`src/rtl/muldiv_sequencer.sv`:
```
// Multi-cycle M-extension unit: shift-add multiply and restoring divide.
// The EX stage is stalled while an operation iterates; RESULT is presented
// with a single-cycle DONE pulse and then held until the next operation completes.
module muldiv_sequencer #(
    parameter int ITER_PER_CYCLE = 1    // 1 or 2 iteration steps per clock
) (
    input  logic        CLK,
    input  logic        RESET,           // asynchronous, active low
    input  logic        VALID,
    input  logic [4:0]  ALUOP,
    input  logic [31:0] OPERAND1,
    input  logic [31:0] OPERAND2,
    input  logic        FLUSH,
    output logic        STALL,
    output logic        DONE,
    output logic [31:0] RESULT
);

    localparam logic [4:0] OP_MUL    = 5'b01011;
    localparam logic [4:0] OP_MULH   = 5'b01100;
    localparam logic [4:0] OP_MULHSU = 5'b01101;
    localparam logic [4:0] OP_MULHU  = 5'b01110;
    localparam logic [4:0] OP_DIV    = 5'b01111;
    localparam logic [4:0] OP_DIVU   = 5'b10000;
    localparam logic [4:0] OP_REM    = 5'b10001;
    localparam logic [4:0] OP_REMU   = 5'b10010;

    // Counter value seen during the final BUSY cycle.
    localparam logic [5:0] LAST_COUNT = 6'(32 - ITER_PER_CYCLE);
    localparam logic [5:0] COUNT_STEP = 6'(ITER_PER_CYCLE);

    typedef enum logic [1:0] {
        ST_IDLE,
        ST_BUSY,
        ST_DONE
    } state_t;

    state_t      state_q, state_d;
    logic [4:0]  op_q, op_d;
    logic        is_div_q, is_div_d;
    logic        neg_res_q, neg_res_d;   // negate product / quotient at the end
    logic        neg_rem_q, neg_rem_d;   // negate remainder (dividend was negative)
    logic [31:0] addend_q, addend_d;     // multiplicand or divisor magnitude
    logic [31:0] hi_q, hi_d;             // product high half / partial remainder
    logic [31:0] lo_q, lo_d;             // multiplier / dividend-quotient shifter
    logic [5:0]  count_q, count_d;
    logic [31:0] result_q, result_d;

    // Decode of the incoming instruction
    logic        is_mop;
    logic        in_div;
    logic        in_rem;
    logic        op1_signed;
    logic        op2_signed;
    logic        a_neg;
    logic        b_neg;
    logic [31:0] a_mag;
    logic [31:0] b_mag;
    logic        div_zero;
    logic        div_ovf;
    logic [31:0] bypass_val;
    logic        accept;

    // Iteration datapath outputs
    logic [31:0] hi_n;
    logic [31:0] lo_n;
    logic [63:0] prod_fix;
    logic [31:0] quot_fix;
    logic [31:0] rem_fix;
    logic [31:0] final_val;

    // One iteration step. Multiply: conditionally add the multiplicand into the
    // high half, then shift {carry,hi,lo} right. Divide: shift the next dividend
    // bit into the partial remainder and subtract the divisor when it fits.
    function automatic logic [63:0] step(input logic        div_mode,
                                         input logic [31:0] hi,
                                         input logic [31:0] lo,
                                         input logic [31:0] addend);
        logic [32:0] sum;
        logic [32:0] shifted;
        logic        ge;
        logic [31:0] new_hi;
        logic [63:0] r;
        sum     = {1'b0, hi} + {1'b0, addend};
        shifted = {hi, lo[31]};
        ge      = (shifted >= {1'b0, addend});
        new_hi  = ge ? (shifted[31:0] - addend) : shifted[31:0];
        if (div_mode) begin
            r = {new_hi, lo[30:0], ge};
        end else begin
            if (!lo[0]) begin
                sum = {1'b0, hi};
            end
            r = {sum[32:1], sum[0], lo[31:1]};
        end
        return r;
    endfunction

    // Classify the EX-stage opcode and form operand magnitudes and bypass results
    always_comb begin
        is_mop     = ALUOP inside {OP_MUL, OP_MULH, OP_MULHSU, OP_MULHU,
                                   OP_DIV, OP_DIVU, OP_REM, OP_REMU};
        in_div     = ALUOP inside {OP_DIV, OP_DIVU, OP_REM, OP_REMU};
        in_rem     = ALUOP inside {OP_REM, OP_REMU};
        op1_signed = ALUOP inside {OP_MULH, OP_MULHSU, OP_DIV, OP_REM};
        op2_signed = ALUOP inside {OP_MULH, OP_DIV, OP_REM};
        a_neg      = op1_signed & OPERAND1[31];
        b_neg      = op2_signed & OPERAND2[31];
        a_mag      = a_neg ? (~OPERAND1 + 32'd1) : OPERAND1;
        b_mag      = b_neg ? (~OPERAND2 + 32'd1) : OPERAND2;
        div_zero   = in_div & (OPERAND2 == 32'd0);
        div_ovf    = ((ALUOP == OP_DIV) | (ALUOP == OP_REM)) &
                     (OPERAND1 == 32'h8000_0000) & (OPERAND2 == 32'hFFFF_FFFF);
        bypass_val = 32'd0;
        if (div_zero) begin
            bypass_val = in_rem ? OPERAND1 : 32'hFFFF_FFFF;
        end else if (div_ovf) begin
            bypass_val = in_rem ? 32'd0 : 32'h8000_0000;
        end
        accept     = VALID & is_mop & ~FLUSH;
    end

    // Run ITER_PER_CYCLE steps and apply the sign fix-up to the last step's result
    always_comb begin
        logic [63:0] s;
        logic [63:0] prod;
        s = {hi_q, lo_q};
        for (int i = 0; i < ITER_PER_CYCLE; i++) begin
            s = step(is_div_q, s[63:32], s[31:0], addend_q);
        end
        hi_n      = s[63:32];
        lo_n      = s[31:0];
        prod      = s;
        prod_fix  = neg_res_q ? (~prod + 64'd1) : prod;
        quot_fix  = neg_res_q ? (~lo_n + 32'd1) : lo_n;
        rem_fix   = neg_rem_q ? (~hi_n + 32'd1) : hi_n;
        final_val = 32'd0;
        case (op_q)
            OP_MUL:                       final_val = prod_fix[31:0];
            OP_MULH, OP_MULHSU, OP_MULHU: final_val = prod_fix[63:32];
            OP_DIV, OP_DIVU:              final_val = quot_fix;
            OP_REM, OP_REMU:              final_val = rem_fix;
            default:                      final_val = 32'd0;
        endcase
    end

    // Next-state, datapath load and result capture
    always_comb begin
        state_d   = state_q;
        op_d      = op_q;
        is_div_d  = is_div_q;
        neg_res_d = neg_res_q;
        neg_rem_d = neg_rem_q;
        addend_d  = addend_q;
        hi_d      = hi_q;
        lo_d      = lo_q;
        count_d   = count_q;
        result_d  = result_q;
        case (state_q)
            ST_IDLE: begin
                if (accept) begin
                    op_d      = ALUOP;
                    count_d   = 6'd0;
                    is_div_d  = in_div;
                    neg_res_d = a_neg ^ b_neg;
                    neg_rem_d = a_neg;
                    hi_d      = 32'd0;
                    lo_d      = in_div ? a_mag : b_mag;
                    addend_d  = in_div ? b_mag : a_mag;
                    if (div_zero | div_ovf) begin
                        state_d  = ST_DONE;
                        result_d = bypass_val;
                    end else begin
                        state_d  = ST_BUSY;
                    end
                end
            end
            ST_BUSY: begin
                if (FLUSH) begin
                    state_d = ST_IDLE;
                    count_d = 6'd0;
                end else begin
                    hi_d    = hi_n;
                    lo_d    = lo_n;
                    count_d = count_q + COUNT_STEP;
                    if (count_q == LAST_COUNT) begin
                        state_d  = ST_DONE;
                        result_d = final_val;
                    end
                end
            end
            ST_DONE: begin
                state_d = ST_IDLE;
            end
            default: begin
                state_d = ST_IDLE;
            end
        endcase
    end

    // State and datapath registers, cleared asynchronously by RESET
    always_ff @(posedge CLK or negedge RESET) begin
        if (!RESET) begin
            state_q   <= ST_IDLE;
            op_q      <= 5'd0;
            is_div_q  <= 1'b0;
            neg_res_q <= 1'b0;
            neg_rem_q <= 1'b0;
            addend_q  <= 32'd0;
            hi_q      <= 32'd0;
            lo_q      <= 32'd0;
            count_q   <= 6'd0;
            result_q  <= 32'd0;
        end else begin
            state_q   <= state_d;
            op_q      <= op_d;
            is_div_q  <= is_div_d;
            neg_res_q <= neg_res_d;
            neg_rem_q <= neg_rem_d;
            addend_q  <= addend_d;
            hi_q      <= hi_d;
            lo_q      <= lo_d;
            count_q   <= count_d;
            result_q  <= result_d;
        end
    end

    // STALL covers the accept cycle and BUSY; it is forced low while in reset
    always_comb begin
        STALL  = RESET & (((state_q == ST_IDLE) & accept) | (state_q == ST_BUSY));
        DONE   = (state_q == ST_DONE);
        RESULT = result_q;
    end

endmodule

```
`config.mk`:
```
export PLATFORM = sky130hd
export DESIGN_NAME = muldiv_sequencer
export DESIGN_NICKNAME = d
export VERILOG_FILES = /design/src/rtl/muldiv_sequencer.sv
export SDC_FILE = /design/constraint.sdc
export NUM_CORES = 1
export LEC_CHECK = 0
export BUFFER_PORTS_ARGS = -buffer_cell sky130_fd_sc_hd__buf_2
export CAP_MARGIN = 20
export CORE_MARGIN = 2
export CORE_UTILIZATION = 45
export CTS_CLUSTER_DIAMETER = 30
export DETAILED_ROUTE_END_ITERATION = 10
export HOLD_SLACK_MARGIN = 0.15
export PLACE_DENSITY_LB_ADDON = 0.3
export SLEW_MARGIN = 20
export SYNTH_ARGS = -nofsm -noshare
export SYNTH_HDL_FRONTEND = slang
export SYNTH_SLANG_ARGS = --single-unit
```
`constraint.sdc`:
```
create_clock -name CLK -period 6.2 [get_ports CLK]
set_input_delay 0.31 -clock CLK [delete_from_list [all_inputs] [get_ports CLK]]
set_output_delay 0.31 -clock CLK [all_outputs]
set_load 0.01 [all_outputs]
```
==> impl.org, run 1 <==
** Routing
- Across all layers, the routed design uses ~18,000 vias.
- For this run, the detailed router's first-pass iteration total came to 6.
- The detailed router finished its first iteration with approximately 1,900 violations.
- Post-route ant nets :: 0
- Final routed wirelength across all metal layers :: approximately 66,000 µm
- Dividing the detail-routed via count by the number of cells gives between 6 and 7.
- DRC violation count after routing :: 0
- Dividing the detail-routed wire length by the instance count gives 23.5 µm.

** Worst setup path
- Critical path fanouts, max :: 15
- Data on the critical path is required at its endpoint by about 6.5 ns.
- Setup crit end kind :: flop
- Together, buffers and inverters on the worst path number 3.
- For this design, the slowest cell found on the critical path is sky130_fd_sc_hd__nor3_1.
- CP cell instances :: ha_1, a21oi_2, o21ai_2, a221oi_4, a21boi_4, nor2_2, buf_4, nand2_1, o21ai_0, ha_1, nand2_1, nor3_1, buf_4, nand2_1, nor4_1, buf_4, and2_1, nand2_1, nor3_1, nand3_1, o41ai_1, xnor2_1, a22oi_1, a21oi_1
- By instance count, the cell type seen most on the critical path is sky130_fd_sc_hd__nand2_1.
- Sort of element at the start of the critical path :: flop
- Number of cells traversed by the worst register-to-register path :: 24
- Category of cells accounting for the largest share of critical-path delay :: simple AND/OR/NAND/NOR gates
- Arrival @ worst endpoint :: 5.84 ns
- On the worst path, the slowest cell contributes a delay of approximately 0.47 ns.
- Kind of critical path :: flop to flop
- Internal reg-to-reg setup slack :: 0.71 ns
- The worst register-to-register path begins at hi_q[5].
- Reg-to-Reg End :: RESULT[30]

** Place
- Count of buffers from port buffering :: approximately 110
- At the end of routability-driven placement, the weighted congestion stood at around 1.0.
- Post-DP HPWL :: 51,900 µm

** Die
- The core region is ~37,000 µm².
- The die covers about 39,000 µm².
- After floorplanning, the core was divided into 70 placement rows.
- For this design the top-level I/O count stands at roughly 110.
- The initial utilization of the core area, before any placement, comes to 0.456.
- Width of the chip :: 196 µm
- The die is about 200 µm tall.

** Pwr
- Of the total power, the share spent switching nets is 0.558.
- IR analysis of the VDD net gives a maximum drop of ~0.26 mV.
- Leakage power of the design :: 7.32 nW
- Power spread over the standard cell area amounts to between 500 and 600 nW/µm².
- Of the total power, the clock network draws 0.111.
- The internal power of the cells totals about 4.2 mW.
- In this run the power spent charging and discharging nets is ~5.3 mW.
- Reg power frac :: 0.162
- Combinational power share :: 0.727

** Clock network
- Clock tree synthesis found a total of about 140 sinks.
- Buffers inserted during clock tree synthesis total 17.
- Clock tree from TritonCTS :: done
- After clock tree synthesis, the clock-pin slew on the worst setup and hold paths is around 0.08 ns.
- Postcts setup bufs :: 0
- Clock tree root buffer cell :: sky130_fd_sc_hd__clkbuf_16
- In this run, post-CTS repair resized a total of 0 instances.
- In this run the deepest clock path goes through 2 buffers.
- The later pin in the worst-skew pair is clocked with a latency of about 0.46 ns.
- In this run the number of H-tree levels came out at 4.

** Finish
- Layout cell share with drive strength beyond 1 :: 0.122
- Across the whole layout, storage elements account for between 3000 and 4000 µm².
- Post-layout net count :: about 2,500
- In the final layout, the multi-input gates occupy ~12,000 µm².
- Synthesis-to-finish area growth :: 9.39%
- Number of diodes added for antenna fixing :: 0
- The layout has approximately 3,700 filler cells.
- For this run, the share of the core covered by cells in the final layout is 0.499.

** Worst hold path
- Class of the worst hold path :: primary input to flop
- Cell count of the worst hold path :: 2
- For hold timing, the worst endpoint is op_q[2].
- In this run the most critical hold path is launched from ALUOP[2].

** GRT
- Wire length of the first global-routing pass :: between 100,000 and 150,000 µm
- Grt ovf :: 0
- The number of antenna violations at the first check in global routing is 0.
- For this run, the total global-route usage over all layers was measured as 0.342.
- The via count of the first global-routing pass came to ~17,000.
- Entering global routing, the biggest net connects ~100 pins.

** Synth
- Sequential cell area fraction in the yosys report :: 0.216
- A synthesized cell averages just over 7 µm².
- Register bit total from synthesis :: roughly 140
- When the netlist entered floorplanning its net count stood at roughly 2,400.
- Mapped Area :: around 17,000 µm²
- Sorting the synthesized cells by area gives the leading types as sky130_fd_sc_hd__dfrtp_1, sky130_fd_sc_hd__a21oi_1, sky130_fd_sc_hd__o21ai_0.
- Number of enable-type register cells in the synthesized netlist :: 0
- Synthesis Warnings :: 0
- Number of standard cells after synthesis :: approximately 2,300
- The share of synthesized area in the top cell type comes to 0.216.
- For this run, the leading register cell type out of synthesis is sky130_fd_sc_hd__dfrtp_1.
- Number of distinct library cells after synthesis :: ~110
- Dominant cell type by area after synthesis :: sky130_fd_sc_hd__dfrtp_1
- Most used standard cells in the synthesized netlist :: sky130_fd_sc_hd__nor2_1, sky130_fd_sc_hd__a21oi_1, sky130_fd_sc_hd__nand2_1, sky130_fd_sc_hd__o21ai_0, sky130_fd_sc_hd__dfrtp_1
- After synthesis, the share of flip-flops with an asynchronous set or reset is 1.00.
- Count leader, synth :: sky130_fd_sc_hd__nor2_1

** STA
- Number of max-slew violations in the final report :: 0
- Post-route setup TNS :: 0 ns
- For the finished layout, the period the worst path requires is roughly 5.5 ns.
- The number of hold-slack violations in the final timing report came to 0.
- Setup repair after global routing left no endpoint under its margin.
- Derived from the worst setup path, the maximum achievable clock frequency is around 180 MHz.
- Worst slew pin tran :: around 0.97 ns
- The clock arrives with about 0.016 ns of skew.
- Setup violations remaining at the end of the flow were counted as 0.
- Worst slew margin relative to its limit :: 0.355
- Post-route clock period utilization :: 0.886

** Run
- Max-cap violations in this run came to 0.

** Run status
- The run finished with clean final reports.
## flip-flops by register name, summed over array words and instances, names as in the netlist
signal     count
addend_q      32
lo_q          32
neg_rem_q      1
op_q           5
neg_res_q      1
is_div_q       1
count_q        6
hi_q          32
RESULT        32
state_q        2
## worst max path at each step
stage | from | endpoint | slack (ns) | cells past startpoint
finish | hi_q[5] | RESULT[30] | 0.71 | 24
global route | hi_q[15] | RESULT[30] | 0.31 | 24
CTS | hi_q[5] | RESULT[30] | 0.84 | 24
detailed placement | hi_q[5] | RESULT[30] | 0.85 | 24
global placement | hi_q[5] | RESULT[30] | 0.94 | 24
floorplan | is_div_q | RESULT[20] | 0.60 | 25
## what timing repair did
action / in CTS / in global routing
setup endpoints to repair: 0 / 0
hold buffers: 2 / 0
endpoints found under the hold margin: 78 / 0
## metrics by stage
step / std cells / area, µm² / hold WS (ns) / setup WS [ns] / total power [mW]
final: 2821 / 18200 / 0.186 / 0.706 / 9.54
after global routing: 2821 / 18200 / 0.181 / 0.308 / 10.1
after CTS: 2821 / 18200 / 0.165 / 0.837 / 9.32
after detailed placement: 2787 / 17600 / 0.404 / 0.849 / 8.21
after global placement: 2787 / 17600 / 0.406 / 0.935 / 8.20
after floorplan: 2303 / 16600 / 0.0144 / 0.601 / 6.28
## worst reg2reg max path, delay by kind of cell (launching register included)
family / cells / cell delay (ns)
xor+xnor: 1 / 0.11
flops: 1 / 0.45
compound gates: 8 / 1.80
fa+ha+maj: 2 / 0.70
buf+inv: 3 / 0.53
simple gates: 10 / 1.81
## power groups by stage
stage / logic (mW) / registers [mW] / clock network, mW
after detailed placement: 6.67 / 1.55 / 0
final: 6.93 / 1.54 / 1.06
after global placement: 6.68 / 1.52 / 0
after CTS: 6.72 / 1.53 / 1.08
after floorplan: 4.87 / 1.41 / 0
after global routing: 7.43 / 1.58 / 1.11
## metal layers
metal  part of all wire  global-route usage
met5                  0                   0
met4              0.044               0.152
met3              0.088              0.0659
met2               0.45               0.544
met1               0.42               0.452
## layout make-up
type	count	share of cell area
clock inverters	13	0.00715
inverters	73	0.0150
repair buffers	162	0.0528
clock buffers	19	0.0249
flip-flops and latches	144	0.198
multi-input cells	1942	0.670
well taps	468	0.0322
## cells by family (layout without fill, tap and decap cells)
logic type / Yosys count / after routing / synth area share
flip-flops: 144 / 144 / 0.216
buffers and inverters: 217 / 267 / 0.0534
multiplexers: 85 / 85 / 0.0534
adder cells (fa/ha/maj): 72 / 72 / 0.0550
AND/OR/NAND/NOR: 839 / 839 / 0.240
AO/OA/AOI/OAI: 788 / 788 / 0.299
XOR/XNOR: 158 / 158 / 0.0831
## cells in the final DEF, fill, tap and decap left out, drive strengths merged, types with 6 or more instances in the layout
| cell | instances |
|---|---|
| ha | 70 |
| or2 | 8 |
| nor2b | 15 |
| clkinv | 7 |
| nand3 | 68 |
| and2 | 10 |
| or3 | 38 |
| or4 | 10 |
| and3 | 17 |
| a21oi | 256 |
| o31a | 8 |
| xor2 | 69 |
| inv | 75 |
| a21o | 18 |
| a22o | 6 |
| nor4 | 21 |
| nor3 | 71 |
| a311oi | 6 |
| nor2 | 257 |
| clkbuf | 19 |
| o21a | 19 |
| a31o | 9 |
| nand2 | 238 |
| a31oi | 23 |
| mux2i | 55 |
| a211oi | 30 |
| a221o | 6 |
| o21ai | 241 |
| xnor2 | 89 |
| o41ai | 6 |
| mux2 | 30 |
| nand2b | 19 |
| nand4b | 6 |
| a221oi | 11 |
| nand4 | 38 |
| o22ai | 19 |
| buf | 160 |
| o211ai | 22 |
| dfrtp | 144 |
| o31ai | 35 |
(Power assumes the default switching activity.)
==> run 2: changes to the inputs <==
Settings changed: GPL_ROUTABILITY_DRIVEN set to 0, PLACE_DENSITY set to 0.63, PLACE_DENSITY_LB_ADDON 0.3 to not set.
Clock period 6.2 ns to 5.93 ns, I/O delays scaled along.
==> run 2 against run 1 <==
Against the previous run:
- final area up 0.19%
- utilization rose by 0.096 points
- first-iteration DRC count grew 2.1%
- routed wire length decreased by 1.5%
- count of clock-buffer cells in the layout increased by 1
- sequential power increased by 4%
- combinational power rose by 3.8%
- hold slack barely moved
- flip-flop and latch count unchanged
- via count grew 1.5%
- setup slack got worse by 0.42 ns
- maximum frequency shrank 2.6%
- critical endpoint is now RESULT[27]
- largest cell class unchanged
==> impl.org, run 2 (same netlist as run 1, synthesis figures left out) <==
** Worst setup path
- The count of buffer and inverter cells on the critical path came to 1 (was 3).
- Sort of element at the start of the critical path :: flop (unchanged)
- The timing endpoint of the critical path is RESULT[27] (was RESULT[30]).
- Critical path startpoint :: hi_q[18] (was hi_q[5])
- The cell depth of the worst flop-to-flop path was 15 (was 24).
- The biggest fanout along the worst timing path came to 19 (was 15).
- Arrival @ worst endpoint :: 5.93 ns (was 5.84 ns)
- The internal reg-to-reg setup slack is 0.29 ns (was 0.71 ns).
- Slowest cell on the critical path :: sky130_fd_sc_hd__or4_1 (was sky130_fd_sc_hd__nor3_1)
- Critical Path Max Stage Delay :: 0.76 ns (was 0.47 ns)
- CP cell instances :: ha_1, nand4_1, or3_4, nor3_2, a21boi_4, nor2_2, buf_4, o221ai_1, o211ai_4, or4_1, nand4bb_4, o31ai_4, xnor2_1, a221oi_2, o21ai_1 (was ha_1, a21oi_2, o21ai_2, a221oi_4, a21boi_4, nor2_2, buf_4, nand2_1, o21ai_0, ha_1, nand2_1, nor3_1, buf_4, nand2_1, nor4_1, buf_4, and2_1, nand2_1, nor3_1, nand3_1, o41ai_1, xnor2_1, a22oi_1, a21oi_1)
- The endpoint of the lowest-slack register-to-register path is RESULT[27] (was RESULT[30]).
- The critical register-to-register path startpoint was hi_q[18] (was hi_q[5]).
- Category of cells accounting for the largest share of critical-path delay :: compound AO/OA/AOI/OAI gates (was simple AND/OR/NAND/NOR gates)
- The cell count along the critical path was 15 (was 24).
- The data required time of the critical path is 6.22 ns (was 6.54 ns).
- Kind of critical path :: flop to flop (unchanged)
- Setup crit end kind :: flop (unchanged)

** GRT
- Gr usage total :: 0.333 (was 0.342)
- The number of antenna violations at the first check in global routing was 6 (was 0).
- Wire length of the first global-routing pass :: 99,400 µm (was 102,000 µm)
- Maximum number of pins on one net before global-route repair :: 106 (was 99)
- The via count of the first global-routing pass was 16,900 (was 17,100).
- The total global routing overflow is 0 (unchanged).

** STA
- Worst slew margin relative to its limit :: 0.298 (was 0.355)
- Final setup skew :: 0.0173 ns (was 0.0158 ns)
- The final clock period utilization by the worst path was 0.952 (was 0.886).
- The slew at the pin closest to its max-slew limit is 1.05 ns (was 0.968 ns).
- The number of setup violations in the final report is 0 (unchanged).
- Total count of hold-check failures in the final report :: 0 (unchanged)
- RSZ-0062 raised after global routing: false (unchanged).
- The maximum clock rate came to 177 MHz (was 182 MHz).
- Number of max-slew violations in the final report :: 0 (unchanged)
- Final critical-path setup slack :: 0.287 ns (was 0.706 ns)
- Post-route setup TNS :: 0 ns (unchanged)
- Minimum period implied by the final worst setup slack :: 5.64 ns (was 5.49 ns)

** Place
- The final HPWL from detailed placement is 49,700 µm (was 51,900 µm).
- The total cell area at the placement stage came to 17,500 µm² (was 17,600 µm²).
- The pre-CTS setup slack was 0.348 ns (was 0.849 ns).
- Count of buffers from port buffering :: 106 (unchanged)

** Die
- The total I/O pin count was 107 (unchanged).
- The die span in y came to 196 µm (unchanged).
- The width of the die is 196 µm (unchanged).
- The core box area is 36,500 µm² (unchanged).
- Std-Cell Rows :: 70 (unchanged)
- The initial core utilization was 0.456 (unchanged).
- Area of the die :: 38,600 µm² (unchanged)

** Clock network
- Clock tree root buffer cell :: sky130_fd_sc_hd__clkbuf_16 (unchanged)
- The post-CTS setup buffer count is 0 (unchanged).
- Number of clock buffers inserted by TritonCTS :: 17 (unchanged)
- Clock tree from TritonCTS :: done (unchanged)
- The maximum root-to-sink buffer count was 2 (unchanged).
- The CTS sink count was 144 (unchanged).
- The clock latency on the worst-skew pair is 0.46 ns (about the same).
- H-tree level count :: 4 (unchanged)
- Clock input transition at the sequential cells of the worst setup and hold paths :: 0.07 ns (was 0.08 ns)

** Worst hold path
- Class of the worst hold path :: primary input to flop (unchanged)

** Routing
- The routed wire length per instance is 23.2 µm (was 23.5 µm).
- Post-route ant nets :: 0 (unchanged)
- Count of routing violations after the opening detailed-route iteration :: 1,950 (was 1,910)
- The total wirelength of the detailed-routed design is 65,300 µm (was 66,300 µm).
- Total via count in the routed design :: 18,500 (was 18,300)
- DRC violation count after routing :: 0 (unchanged)
- The number of iterations in the first detailed-routing pass was 8 (was 6).
- Via density :: 6.58 (was 6.48)

** Run
- The max capacitance violation total is 0 (unchanged).

** Finish
- The post-layout utilization of the core was 0.500 (was 0.499).
- The area growth from synthesis to layout came to 9.60% (was 9.39%).
- The most common cell after layout, fill and taps aside is sky130_fd_sc_hd__nor2_1 (unchanged).
- The share of layout cells above drive strength 1 came to 0.119 (was 0.122).
- The final instance area came to 18,200 µm² (about the same).
- Most frequent cells in the layout :: sky130_fd_sc_hd__nor2_1, sky130_fd_sc_hd__a21oi_1, sky130_fd_sc_hd__nand2_1, sky130_fd_sc_hd__o21ai_0, sky130_fd_sc_hd__dfrtp_1 (unchanged)
- The layout net count came to 2,477 (was 2,485).

** Run status
- Run status :: finished, final reports clean (unchanged)

** Pwr
- Leakage power of the design :: 7.32 nW (about the same)
- The power density over the cells was 551 nW/µm² (was 524 nW/µm²).
- The final total power was 10.0 mW (was 9.54 mW).
- Worst IR drop on VDD :: 0.296 mV (was 0.264 mV)
==> run 2: power by group <==
part | switching (mW) | internal (mW) | leakage (nW)
Combinational | 4.70 | 2.49 | 5.17
Sequential | 0.364 | 1.24 | 1.84
Clock | 0.499 | 0.762 | 0.311
==> run 2: layout make-up <==
type,count,area [µm²]
fill,3633,18300
multi-input combinational,1942,12200
tap,468,586
inverter,73,274
sequential,144,3610
timing repair buffer,154,902
clock inverter,12,205
antenna,3,7.51
clock buffer,20,447
==> run 2: metal layers <==
layer / GRT usage / routed length [µm] / up-vias
met3: 0.0654 / 6980 / 193
li1: - / - / 8498
met5: 0 / 0 / -
met1: 0.451 / 27000 / 8731
met2: 0.511 / 28200 / 1117
met4: 0.158 / 3140 / 0
==> run 2: what timing repair did <==
| item | 4_1_cts | 5_1_grt |
|---|---|---|
| hold buffers | 2 | 0 |
| endpoints found under the hold margin | 92 | 0 |
| endpoints found under the setup margin | 0 | 3 |
| resized for setup | 0 | 3 |
==> run 2: worst min-delay path by stage <==
| stage | endpoint | slack (ns) | from | cells after the start |
|---|---|---|---|---|
| CTS | op_q[2] | 0.18 | ALUOP[2] | 2 |
| global route | op_q[2] | 0.19 | ALUOP[2] | 2 |
| floorplan | RESULT[0] | 0.0009 | RESET | 0 |
| detailed placement | count_q[2] | 0.48 | RESET | 1 |
| finish | op_q[2] | 0.19 | ALUOP[2] | 2 |
| global placement | RESULT[4] | 0.47 | RESULT[4] | 1 |
==> run 2: metrics by stage <==
step	std cells	hold slack (ns)
6_report	2816	0.186
5_1_grt	2813	0.194
4_1_cts	2813	0.176
3_5_place_dp	2779	0.478
3_3_place_gp	2779	0.474
2_1_floorplan	2303	0.000909
